[src/rtl/div_unit.sv]
// Multi-cycle RV32M divider (DIV/DIVU/REM/REMU), radix-2 restoring, one quotient bit per cycle.
// Drives the pipeline hold request while busy and abandons the operation on flush.
module div_unit #(
    parameter int unsigned XLEN = 32
) (
    input  logic            clk,
    input  logic            rst_n,
    input  logic            div_start_i,
    input  logic [1:0]      div_op_i,
    input  logic [XLEN-1:0] div_dividend_i,
    input  logic [XLEN-1:0] div_divisor_i,
    input  logic [4:0]      div_rd_addr_i,
    input  logic            div_flush_i,
    output logic            div_hold_req_o,
    output logic            div_busy_o,
    output logic            div_valid_o,
    output logic [XLEN-1:0] div_result_o,
    output logic [4:0]      div_rd_addr_o
);

    localparam int unsigned CW = $clog2(XLEN);

    typedef enum logic [1:0] {StIdle, StCalc, StDone} state_e;

    state_e          state_q, state_d;
    logic [CW-1:0]   count_q, count_d;
    logic [1:0]      op_q, op_d;
    logic [4:0]      rd_q, rd_d;
    logic [XLEN-1:0] divisor_q, divisor_d;
    logic [XLEN-1:0] rem_q, rem_d;
    logic [XLEN-1:0] quo_q, quo_d;
    logic            qneg_q, qneg_d;
    logic            rneg_q, rneg_d;

    logic            accept;
    logic            a_neg, b_neg, ovf;
    logic [XLEN-1:0] a_mag, b_mag;
    logic [XLEN:0]   trial;
    logic [XLEN-1:0] rem_step, quo_step;

    assign accept = div_start_i & ~div_flush_i;
    assign a_neg  = ~div_op_i[0] & div_dividend_i[XLEN-1];
    assign b_neg  = ~div_op_i[0] & div_divisor_i[XLEN-1];
    assign a_mag  = a_neg ? -div_dividend_i : div_dividend_i;
    assign b_mag  = b_neg ? -div_divisor_i : div_divisor_i;
    assign ovf    = ~div_op_i[0] && (div_dividend_i == {1'b1, {(XLEN-1){1'b0}}})
                    && (div_divisor_i == {XLEN{1'b1}});

    // Partial remainder stays below the divisor, so XLEN+1 bits hold the trial and its sign.
    assign trial    = {rem_q, quo_q[XLEN-1]} - {1'b0, divisor_q};
    assign rem_step = trial[XLEN] ? {rem_q[XLEN-2:0], quo_q[XLEN-1]} : trial[XLEN-1:0];
    assign quo_step = {quo_q[XLEN-2:0], ~trial[XLEN]};

    always_comb begin
        state_d   = state_q;
        count_d   = count_q;
        op_d      = op_q;
        rd_d      = rd_q;
        divisor_d = divisor_q;
        rem_d     = rem_q;
        quo_d     = quo_q;
        qneg_d    = qneg_q;
        rneg_d    = rneg_q;
        unique case (state_q)
            StIdle: begin
                if (accept) begin
                    op_d   = div_op_i;
                    rd_d   = div_rd_addr_i;
                    qneg_d = a_neg ^ b_neg;
                    rneg_d = a_neg;
                    if (div_divisor_i == '0) begin
                        quo_d   = '1;
                        rem_d   = div_dividend_i;
                        qneg_d  = 1'b0;
                        rneg_d  = 1'b0;
                        state_d = StDone;
                    end else if (ovf) begin
                        quo_d   = div_dividend_i;
                        rem_d   = '0;
                        qneg_d  = 1'b0;
                        rneg_d  = 1'b0;
                        state_d = StDone;
                    end else begin
                        divisor_d = b_mag;
                        quo_d     = a_mag;
                        rem_d     = '0;
                        count_d   = CW'(XLEN - 1);
                        state_d   = StCalc;
                    end
                end
            end
            StCalc: begin
                if (div_flush_i) begin
                    state_d = StIdle;
                end else begin
                    rem_d   = rem_step;
                    quo_d   = quo_step;
                    count_d = count_q - CW'(1);
                    if (count_q == '0) begin
                        quo_d   = qneg_q ? -quo_step : quo_step;
                        rem_d   = rneg_q ? -rem_step : rem_step;
                        count_d = '0;
                        state_d = StDone;
                    end
                end
            end
            StDone:  state_d = StIdle;
            default: state_d = StIdle;
        endcase
    end

    always_ff @(posedge clk or negedge rst_n) begin
        if (!rst_n) begin
            state_q   <= StIdle;
            count_q   <= '0;
            op_q      <= '0;
            rd_q      <= '0;
            divisor_q <= '0;
            rem_q     <= '0;
            quo_q     <= '0;
            qneg_q    <= 1'b0;
            rneg_q    <= 1'b0;
        end else begin
            state_q   <= state_d;
            count_q   <= count_d;
            op_q      <= op_d;
            rd_q      <= rd_d;
            divisor_q <= divisor_d;
            rem_q     <= rem_d;
            quo_q     <= quo_d;
            qneg_q    <= qneg_d;
            rneg_q    <= rneg_d;
        end
    end

    assign div_hold_req_o = ((state_q == StIdle) & accept) | (state_q == StCalc);
    assign div_busy_o     = (state_q != StIdle);
    assign div_valid_o    = (state_q == StDone) & ~div_flush_i;
    assign div_result_o   = op_q[1] ? rem_q : quo_q;
    assign div_rd_addr_o  = rd_q;

endmodule
[config.mk]
export PLATFORM = sky130hd
export DESIGN_NAME = div_unit
export DESIGN_NICKNAME = d
export VERILOG_FILES = /design/src/rtl/div_unit.sv
export SDC_FILE = /design/constraint.sdc
export NUM_CORES = 1
export LEC_CHECK = 0
export ABC_AREA = 0
export CAP_MARGIN = 5
export CORE_MARGIN = 2
export CORE_UTILIZATION = 50
export CTS_CLUSTER_DIAMETER = 120
export DETAILED_ROUTE_END_ITERATION = 8
export PLACE_DENSITY_LB_ADDON = 0.3
export SYNTH_ARGS = -nofsm -noshare
export SYNTH_HDL_FRONTEND = slang
export SYNTH_SLANG_ARGS = --single-unit
[constraint.sdc]
create_clock -name clk -period 4.6 [get_ports clk]
set_clock_uncertainty 0.05 [all_clocks]
set_input_delay 0.69 -clock clk [delete_from_list [all_inputs] [get_ports clk]]
set_output_delay 0.69 -clock clk [all_outputs]
set_load 0.05 [all_outputs]
### Word-level counts from Yosys, hierarchy flattened

Cells that the tools add are included.

* flip-flop bits (word level): 112
* output and inout port bits: 40
* word-level logic and storage cells: 81

* add/sub/neg operators: 6
* eq/ne operators: 9
* mux-type cells: 33
* bitwise gates (word level): 12
* reductions and logical operators: 12

Operator list (count)
* 32-bit two-way mux: 15
* 32-bit negator: 4
* 32-bit case mux with 2 select lines: 2
* 32-bit equality test, second input constant: 2
* 33-bit by 32-bit subtractor with 33-bit output: 1
* 32-bit zero test: 1
* 5-bit two-way mux: 5
* 2-bit two-way mux: 5
* 5-bit case mux with 2 select lines: 1
* 2-bit != test, second input constant: 4
* 1-bit bitwise AND: 5
* 5-bit zero test: 1
* 1-bit NOT: 5
* 5-bit AND reduction: 1
* 5-bit by 1-bit subtractor with 5-bit output, second input constant: 1
* 1-bit two-way mux: 4
* 2-bit case mux with 2 select lines: 1
* 2-bit AND reduction: 2
* 4-bit AND reduction: 1
* 2-bit nonzero test: 2
* 3-bit != test, second input constant: 1
* 3-bit AND reduction: 1
* 2-bit by 1-bit equality test with 1-bit output, second input constant: 1
* 2-bit equality test, second input constant: 1
* other kinds (4): 5

### Logic depth before layout (Yosys ltp)

* word-level depth: 7
* depth in mapped cells: 25
* mapped depth without buffers: 23

### Worst setup path after synthesis

OpenSTA, ideal clock, no wires.

* path kind: flip-flop to flip-flop
* start point: reg quo_q[31]
* end point: reg rem_q[30]
* setup time: 0.094 ns
* data arrival time: 4.744 ns
* data required time: 4.456 ns
* setup slack: -0.288 ns
* stages on the path, launching flop included: 25
* period minus slack after synthesis: 4.888 ns
* path through: dfrtp_1 -> inv_1 -> ha_1 -> inv_1 -> fa_1 -> a211oi_4 -> o31ai_4 -> o211ai_4 -> a2111oi_4 -> nor3_2 -> nor2_8 -> inv_4 -> buf_2 -> buf_2 -> nor2_1 -> a21oi_1 -> ha_1 -> inv_1 -> a211o_1 -> nor3_1 -> a41oi_1 -> nor2_1 -> a41oi_1 -> xor2_1 -> a221oi_2

* word-level cells in the longest chain between the ends: 7

Ends and longest elaborated chain
* start: declaration: line 31 `logic [XLEN-1:0] quo_q, quo_d;`
* start signal: assignment: line 130 `quo_q <= quo_d;`
* 33-bit by 32-bit subtractor with 33-bit output: line 50 `assign trial = {rem_q, quo_q[XLEN-1]} - {1'b0, divisor_q};`
* 32-bit two-way mux *: line 51 `assign rem_step = trial[XLEN] ? {rem_q[XLEN-2:0], quo_q[XLEN-1]} : trial[XLEN-1:0];`
* 32-bit negator: line 101 `rem_d = rneg_q ? -rem_step : rem_step;`
* 32-bit two-way mux: line 101
* 32-bit two-way mux *: line 99 `if (count_q == '0) begin`
* 32-bit two-way mux *: line 93 `if (div_flush_i) begin`
* 32-bit case mux with 2 select lines *: line 64 `unique case (state_q)`
* end signal: assignment: line 129 `rem_q <= rem_d;`
* end: declaration: line 30 `logic [XLEN-1:0] rem_q, rem_d;`

Every way passes the cells marked *; elsewhere a longest branch is shown, timed or not. The select of a mux whose other input is x is not followed.
A chain may end at the register's enable or synchronous reset.

### Worst setup path after layout

* start point: reg rem_q[18]
* end point: reg rem_q[30]

* word-level cells in the longest chain between the ends: 7

Ends and longest elaborated chain (line)
* 33-bit by 32-bit subtractor with 33-bit output: 50
* 32-bit two-way mux *: 51
* 32-bit negator: 101
* 32-bit two-way mux: 101
* 32-bit two-way mux *: 99
* 32-bit two-way mux *: 93
* 32-bit case mux with 2 select lines *: 64

Marked as above.

==> flow_metrics.py <==
metrics = {
    "status": {
        "status": "complete, no violations",
    },
    "drt": {
        "drt_iter0_markers": 892,
        "num_vias": 11100,
        "antenna_left": 0,
        "viasPerCell": 6.14,
        "drt_wl_total_um": 35500,
        "remaining_drc_errors": 0,
        "wl_per_cell_um": 19.7,
        "drt_pre_antenna_iters": 5,
    },
    "worst_setup_path": {
        "r2r_start": "rem_q[18]",
        "endpoint_kind": "register",
        "cp_data_arrival_time_ps": 4620,
        "cp.required_ps": 4820,
        "path_max_fanout": 8,
        "start_kind": "register",
        "critical_path_class": "reg2reg",
        "crit_start": "rem_q[18]",
    },
    "place": {
        "placed_cell_area_um2": 12500,
        "dp.cells": 1779,
        "port_buffers": 114,
        "dpl.hpwl_um": 27700,
        "gp_congestion": 0.991,
    },
    "cts": {
        "cts.clk_slew.worst_paths_ps": 80,
        "numCtsBuffers": 9,
        "cts-root-buf": "clkbuf_16",
        "cts_hold_buf": 0,
        "clock-sinks": 111,
        "clock_latency_ps": 370,
        "cts_max_path_buffers": 2,
        "cts_tree": "built",
        "htreeDepth": 3,
    },
    "synthesis": {
        "synth_top_area_frac": 0.263,
        "synth_edf_count": 0,
        "synth_commonest_cells": "nor2_1 (167), a21oi_1 (150), nand2_1 (120), dfrtp_1 (111), o21ai_0 (87)",
        "ys_types": 83,
        "syn_area_per_cell_um2": 7.75,
        "synth_area_um2": 10600,
        "yosys-top-cells-area": "dfrtp_1 (26%), a21oi_1 (7.1%), xor2_1 (6.1%), nor2_1 (5.9%), xnor2_1 (5.5%)",
        "synth_warnings": 0,
        "synth_seq_area_share": 0.263,
        "synthCells": 1364,
        "synth_ff_type": "dfrtp_1",
        "synth_most_common_cell": "nor2_1",
        "ys_ff_latch": 111,
        "yosysTopAreaCell": "dfrtp_1",
        "ys_async_sr_fraction": 1.00,
        "synth_nets": 1478,
    },
    "timing": {
        "rsz0062_at_grt": "true",
        "finalSetupViolCount": 0,
        "slew_headroom": 0.300,
        "final-hold-violation-count": 0,
        "fmax_ghz": 0.227,
        "finalMaxSlewViolations": 0,
        "tns_ps": 0,
        "tightest_slew_ps": 1050,
        "min_period_ps": 4410,
        "period_share": 0.958,
    },
    "floorplanning": {
        "fp.dieW_um": 149,
        "die_h_um": 149,
        "row_count": 53,
        "start_util": 0.506,
        "die_area_um2": 22300,
        "num_io_pins": 115,
        "core_region_area_um2": 20900,
    },
    "layout": {
        "finalNetCount": 1636,
        "drive_gt1_frac": 0.136,
        "area_growth_pct": 22.8,
        "fillers": 1853,
        "regArea_um2": 2780,
        "antenna_cells": 0,
        "fin_cells": 1802,
        "design_area_um2": 13000,
        "multi_input_area_um2": 7430,
    },
    "flow_run": {
        "cap_violations": 0,
    },
    "power": {
        "powerDensity_nw_per_um2": 630,
        "pwr-share-seq": 0.197,
        "power.total_mw": 8.19,
        "combPwrFrac": 0.693,
        "leakage_nw": 5.25,
        "vdd_drop_max_v": 0.000541,
        "p_int_mw": 4.00,
        "power.switching_mw": 4.19,
        "p_sw_frac": 0.512,
        "clockPowerShare": 0.110,
    },
    "grt": {
        "antenna_found_initial": 0,
        "grt_pass1_wl_um": 56300,
        "grt_pass1_vias": 10800,
        "grt_max_degree": 71,
        "grt_use_total": 0.321,
        "grt_overflow": 0,
    },
    "min_path": {
        "hp-class": "in2async",
    },
}
## through the flow
| stage | utilization | hold WS, ps | setup slack [ps] |
|---|---|---|---|
| 6_report | 0.622 | 385 | 195 |
| 3_3_place_gp | 0.599 | 410 | 112 |
| 3_5_place_dp | 0.599 | 416 | -124 |
| 5_1_grt | 0.622 | 469 | -67.1 |
| 2_1_floorplan | - | 344 | -43.8 |
| 4_1_cts | 0.616 | 438 | 29.0 |
## power by group through the flow
| stage | Clock, mW | Sequential (mW) | Combinational (mW) |
|---|---|---|---|
| floorplan | 0 | 1.56 | 3.91 |
| global placement | 0 | 1.60 | 5.40 |
| detailed placement | 0 | 1.61 | 5.45 |
| CTS | 0.918 | 1.59 | 5.49 |
| global route | 0.948 | 1.63 | 6.12 |
| finish | 0.902 | 1.61 | 5.67 |
## path summary, 6_finish.rpt
kind / endpoint / slack (ps) / depth (start not counted)
min reg2reg: div_rd_addr_o[0] / 440 / 2
min in group clk: div_rd_addr_o[0] / 440 / 2
min: quo_q[28] / 380 / 1
max in group asynchronous: quo_q[19] / 3180 / 2
max reg2reg: rem_q[30] / 190 / 20
max: rem_q[30] / 190 / 20
## registers in the layout, indices dropped and copies added (netlist names)
signal	cells
qneg_q	1
op_q	1
div_rd_addr_o	5
state_q	2
quo_q	32
rem_q	32
rneg_q	1
count_q	5
divisor_q	32
## final cells by class
class	count	share of cell area
tap	275	0.0265
multi-input combinational	1129	0.572
clock inverter	6	0.00694
timing repair buffer	211	0.145
clock buffer	10	0.0184
sequential	111	0.214
inverter	60	0.0175
## repair_timing
| action | in CTS | in global routing |
|---|---|---|
| endpoints found under the setup margin | 3 | 14 |
| gates resized for setup | 1 | 15 |
| hold endpoints to repair | 0 | 0 |
| pin swaps | 2 | 13 |
| setup buffers | 3 | 4 |
## layer usage
metal  track usage  part of all wire
met5             0                 0
met4         0.135             0.037
met3        0.0409             0.065
met2         0.550              0.49
met1         0.408              0.41
## logic make-up after synthesis
logic type      synth area share
buf+inv                   0.0492
compound gates             0.268
flops                      0.263
fa+ha+maj                 0.0469
mux                       0.0485
simple gates               0.209
xor+xnor                   0.116
## critical path: stages, from the launching register on
cell and delay (ps):
dfrtp_1 410, ha_1 300, buf_4 150, nand2_1 100, o21ai_2 280, a211oi_1 120
o31ai_1 330, buf_4 220, o21a_2 190, nor2_8 40, inv_4 90, mux2i_2 230
ha_2 270, inv_2 50, a211o_1 290, nor3_4 200, a41oi_4 200, nor2_4 210
a41oi_2 110, xor2_1 190, a221oi_2 270
## layout by cell type, fill, tap and decap left out, types with 6 or more instances in the layout
cell,count
nand4_1,16
o21ai_0,87
clkbuf_16,9
and2_1,11
a211oi_1,9
xnor2_1,66
xor2_1,74
nand3_1,13
a21oi_1,148
o21bai_1,6
ha_1,33
nor3_1,28
nand2b_1,9
o211ai_1,7
nor3b_1,6
and3_1,9
or4_1,12
clkdlybuf4s50_1,113
o31ai_1,17
nor2b_1,12
a221oi_1,10
mux2_2,31
a31oi_1,22
nand3b_1,6
nor2_1,162
mux2i_1,14
dfrtp_1,111
nand2_1,117
buf_4,97
or3_1,15
o22ai_1,26
nor4_1,19
inv_1,56
o21ai_1,15
a22oi_1,15
or2_2,6
a21o_1,8
(Power assumes the default switching activity.)
